File: src/rtl/imem_fetch_port.sv
// Instruction memory behind a one-outstanding valid/ready fetch port, with boot-load writes and fault reporting.
// Latency: resp_valid is set on edge acceptance+LATENCY-1. The next accept can follow the response handshake by one cycle.
// Backpressure: the response is held in RESP until resp_ready. req_ready is low whenever not IDLE or while loading.
module imem_fetch_port #(
    parameter int                DATA_W   = 32,
    parameter int                ADDR_W   = 32,
    parameter int                DEPTH    = 64,
    parameter int                LATENCY  = 1,
    parameter logic [DATA_W-1:0] NOP_WORD = '0
) (
    input  logic                     clk,
    input  logic                     reset,
    input  logic                     req_valid,
    output logic                     req_ready,
    input  logic [ADDR_W-1:0]        req_addr,
    output logic                     resp_valid,
    input  logic                     resp_ready,
    output logic [DATA_W-1:0]        resp_data,
    output logic                     resp_fault,
    input  logic                     ld_en,
    input  logic [$clog2(DEPTH)-1:0] ld_addr,
    input  logic [DATA_W-1:0]        ld_data,
    output logic                     busy
);

    localparam int         IDX_W     = $clog2(DEPTH);
    localparam logic [3:0] WAIT_LAST = 4'(LATENCY - 2);

    typedef enum logic [1:0] {IDLE, WAIT, RESP} state_t;

    state_t            state;
    logic [3:0]        lat_cnt;
    logic [DATA_W-1:0] mem [DEPTH] = '{default: NOP_WORD};

    logic [ADDR_W-1:0] word_idx;
    logic [IDX_W-1:0]  rd_idx;
    logic              fetch_fault;
    logic              accept;

    // Range check uses the full address so high bits never alias onto low words.
    assign word_idx    = req_addr >> 2;
    assign rd_idx      = req_addr[IDX_W+1:2];
    assign fetch_fault = (req_addr[1:0] != 2'b00) || (word_idx >= ADDR_W'(DEPTH));

    assign req_ready = (state == IDLE) && !ld_en && !reset;
    assign accept    = req_valid && req_ready;
    assign busy      = (state != IDLE);

    // Contents survive reset; only the boot-load port writes the array.
    always_ff @(posedge clk) begin
        if (ld_en && !reset) begin
            mem[ld_addr] <= ld_data;
        end
    end

    always_ff @(posedge clk) begin
        if (reset) begin
            state      <= IDLE;
            resp_valid <= 1'b0;
            resp_data  <= NOP_WORD;
            resp_fault <= 1'b0;
            lat_cnt    <= '0;
        end else begin
            case (state)
                IDLE: begin
                    if (accept) begin
                        resp_data  <= fetch_fault ? NOP_WORD : mem[rd_idx];
                        resp_fault <= fetch_fault;
                        lat_cnt    <= '0;
                        if (LATENCY == 1) begin
                            state      <= RESP;
                            resp_valid <= 1'b1;
                        end else begin
                            state <= WAIT;
                        end
                    end
                end
                WAIT: begin
                    if (lat_cnt == WAIT_LAST) begin
                        state      <= RESP;
                        resp_valid <= 1'b1;
                        lat_cnt    <= '0;
                    end else begin
                        lat_cnt <= lat_cnt + 4'd1;
                    end
                end
                RESP: begin
                    if (resp_ready) begin
                        state      <= IDLE;
                        resp_valid <= 1'b0;
                    end
                end
                default: begin
                    state      <= IDLE;
                    resp_valid <= 1'b0;
                end
            endcase
        end
    end

endmodule
File: config.mk
export PLATFORM = sky130hd
export DESIGN_NAME = imem_fetch_port
export DESIGN_NICKNAME = d
export VERILOG_FILES = /design/src/rtl/imem_fetch_port.sv
export SDC_FILE = /design/constraint.sdc
export NUM_CORES = 2
export LEC_CHECK = 0
export CAP_MARGIN = 20
export CORE_MARGIN = 5
export CORE_UTILIZATION = 46
export DETAILED_ROUTE_END_ITERATION = 8
export PLACE_DENSITY = 0.61
export SLEW_MARGIN = 40
export SYNTH_ARGS = -nofsm -noshare
export SYNTH_HDL_FRONTEND = slang
export SYNTH_SLANG_ARGS = --single-unit
File: constraint.sdc
create_clock -name clk -period 5.2 [get_ports clk]
set_input_delay 1.56 -clock clk [delete_from_list [all_inputs] [get_ports clk]]
set_output_delay 1.56 -clock clk [all_outputs]
set_load 0.03 [all_outputs]
==> results.md <==
- Worst r2r src: state[1]$_SDFFE_PP0P_
- MaxCap Viol Count: 0
- Core area: between 0.15 and 0.2 mm²
- Critical Path Fanout Max: 2
- Setup TNS: 0 ns
- Vias: 40700
- First-pass GRT wire length: about 300000 µm
- Initial core utilization: a little under half
- Worst Path Buf+Inv: 2
- Final wirelength: roughly 210000 µm
- Syn Area/Cell: 19.9 µm²
- Routed Antenna Nets: 0
- # hold bufs at CTS: 0
- Finished Layout Cells: around 6800
- Post-synth EDFFs: 2048
- CTS clk-pin slew, worst paths: about 0.060 ns
- Yosys Warn Count: 0
- Layout cells sized above 1: between 10% and 20%
- Root buf cell: clkbuf_16
- Final Total Pwr: 34500 µW
- Lkg Pwr: about 0.030 µW
- Status: finished clean
- Final setup vio count: 0
- Area contributors post-synth: edfxtp_1, mux2i_1, mux4_2
- Distinct cell type count after synthesis: 52
- Most used cell, CP: clkdlybuf4s50_1
- First drt pass iteration count: 5
- Worst rel slew slack: between 40 and 50%
- CTS Sinks: about 2100
- Hold Crit Class: reg -> reg
- Worst path cell trace: clkdlybuf4s50_1 > nor3_1 > clkdlybuf4s50_1
- I/O Buffers: 110
- PostCTS Resize Cnt: 0
- Final period util: roughly 86%
- Core Util, Final: roughly 53%
- Register area share after synthesis: between 70% and 80%
- DR iter-0 viols: about 4400
- PwrDens: 374 mW/mm²
- NetSw: 7250 µW
- Yosys top cell area share: between 70% and 80%
- CP Launch Type: input port
- Primary FF master, synth: edfxtp_1
- Unrepaired setup endpoints after global routing: no
- CP peak stage delay: roughly 0.71 ns
- Synth Instances: 4037
- Gate power share: 4.6%
- Synth Cell Area: 0.0803 mm²
- Fmax: approximately 220 MHz
- Initial antenna violation count: 25
- DP Worst Slack: roughly 0.54 ns
- Final worst path period need: roughly 4.4 ns
- Sequential Power Share: 53.7%
- Die width: roughly 430 µm
- Die area: between 0.15 and 0.2 mm²
- Int Pwr: around 27000 µW
- Worst endpoint required time: 3.64 ns
- CP startpoint: ld_en
- Max-slew violations: 0
- Final Hold Violating Endpoints: 0
- Worst path arrival time: slightly below 3 ns
- Area delta synth->final: 14.8%
- Deepest clock path buffer count: 3
- Slowest cell on crit path: clkdlybuf4s50_1
- Total global-route track usage: between 20% and 30%
- Max VDD drop: 0.352 mV
- Async SR Flop Fraction: 0%
- Detailed Place HPWL: 124000 µm
- Delay-heaviest family, CP: buffers and inverters
- Vias in the first global route: slightly above 40000
- Routed len/inst: between 30 and 40 µm
- Htree depth: 4
- Cts bufs inserted: ~200
- Switching share of power: between 20% and 30%
- Placed insts: 6438
- Fin worst setup slack: around 0.75 ns
- Setup crit end kind: output port
- Via/cell ratio: approximately 6
- FF+latch count, synth: 2082
- RePlAce Congestion: 0.791
- Clk_lat worst skew: around 0.82 ns
- GRT overflow: 0
- I/O pin cnt: between 100 and 150
- CTS tree: yes
- Die H: roughly 430 µm
- Setup Skew: ~0.024 ns
- Syn nets: 4112
- Area leader, netlist: edfxtp_1
- Hold Startpoint: resp_data[9]$_SDFFE_PP0P_
- Residual DRC count: 0
- Part of the power in the clock network: between 40% and 50%
- Cell row count: ~150
- Layout Nets: 4394
- Least-Margin Pin Slew: between 0.8 and 0.9 ns
- Number of setup buffers added after CTS: 0
- Largest net degree at the start of global routing: 113
- Crit path kind: in -> out
-- cells in the mapped netlist (6+ instances only) --
cell type	n
a211oi_1	63
a22oi_1	279
buf_2	83
buf_4	63
buf_6	9
clkbuf_1	86
dfxtp_1	34
edfxtp_1	2048
mux2_1	10
mux2_2	56
mux2i_1	561
mux4_2	200
nand2_1	38
nand3b_1	6
nand4_1	66
nor2_1	106
nor2b_1	67
nor4_1	9
o211ai_1	31
o21a_1	31
o21ai_0	32
o22ai_1	33
o31ai_1	33
o41ai_1	31
or3b_2	7
-- cells in the final DEF (no fill, tap or decap), types with 34 or more instances in the layout --
cell             count
clkinv_1            34
nor2b_1             65
clkdlybuf4s50_1     73
a211oi_1            63
mux2_2              56
nand4_1             66
nor2_1              40
clkbuf_1            62
clkbuf_16          207
clkinv_2            42
dfxtp_1             34
a22oi_1            279
buf_4              184
mux2i_1            561
mux4_2             200
buf_12              41
edfxtp_1          2048
nor2_4              65
nand2_1             37
-- power by group through the flow --
| stage | sequential [µW] | combinational, µW | clock, µW |
|---|---|---|---|
| 2_1_floorplan | 18900 | 826 | 0 |
| 3_3_place_gp | 18900 | 1560 | 0 |
| 3_5_place_dp | 18900 | 1590 | 0 |
| 4_1_cts | 18500 | 1600 | 14600 |
| 5_1_grt | 18500 | 1690 | 15300 |
| 6_report | 18500 | 1600 | 14400 |
-- worst reg2reg max path, stage by stage (launching register included) --
cell and delay, ns:
dfxtp_1 0.37, nor4b_2 0.59, nand4_1 0.17, or3_1 0.35
buf_4 0.29, o31ai_1 0.38
-- per-stage QoR --
stage	hold WS [ns]	area [µm²]
3_5_place_dp	0.489	85600
2_1_floorplan	0.578	80300
4_1_cts	0.499	92100
3_3_place_gp	0.470	85500
5_1_grt	0.513	92100
6_report	0.491	92100
-- worst paths after layout --
path | slack, ns | cells past startpoint | end
worst max-delay path | 0.75 | 3 | req_ready
worst min register to register | 0.49 | 2 | resp_data[9]$_SDFFE_PP0P_
worst min-delay path | 0.49 | 2 | resp_data[9]$_SDFFE_PP0P_
worst max register to register | 2.96 | 5 | resp_data[25]$_SDFFE_PP0P_
-- routing by layer --
layer  global-route usage [%]  up-vias  share of wire (%)
met5                    0.503        -              0.083
met4                     9.35       12                4.0
met3                     4.52      415                7.5
met2                     36.8     1586                 48
met1                     31.1    21400                 40
li1                         -    17300                  -
-- cell families (layout without fill, tap and decap cells) --
kind of cell / after synthesis / after routing / share of synthesized area, %
AO/OA/AOI/OAI: 538 / 538 / 4.94
AND/OR/NAND/NOR: 339 / 339 / 2.35
flip-flops: 2082 / 2082 / 77.5
buffers and inverters: 251 / 711 / 1.72
multiplexers: 827 / 827 / 13.5
other: 0 / 12 / 0
-- state kept, by name, summed over array words and instances (netlist names) --
| signal | flops |
|---|---|
| mem | 2048 |
| resp_data | 32 |
| resp_fault | 1 |
| state | 1 |
-- final cells by class --
cell class	instances	area (µm²)
inverter	4	15.0
fill	13700	81700
timing repair buffer	323	3140
clock inverter	105	968
antenna	12	30.0
multi-input combinational	1704	17300
tap	2325	2910
clock buffer	279	5550
sequential	2082	62200
Power figures use the tool's default switching activity.
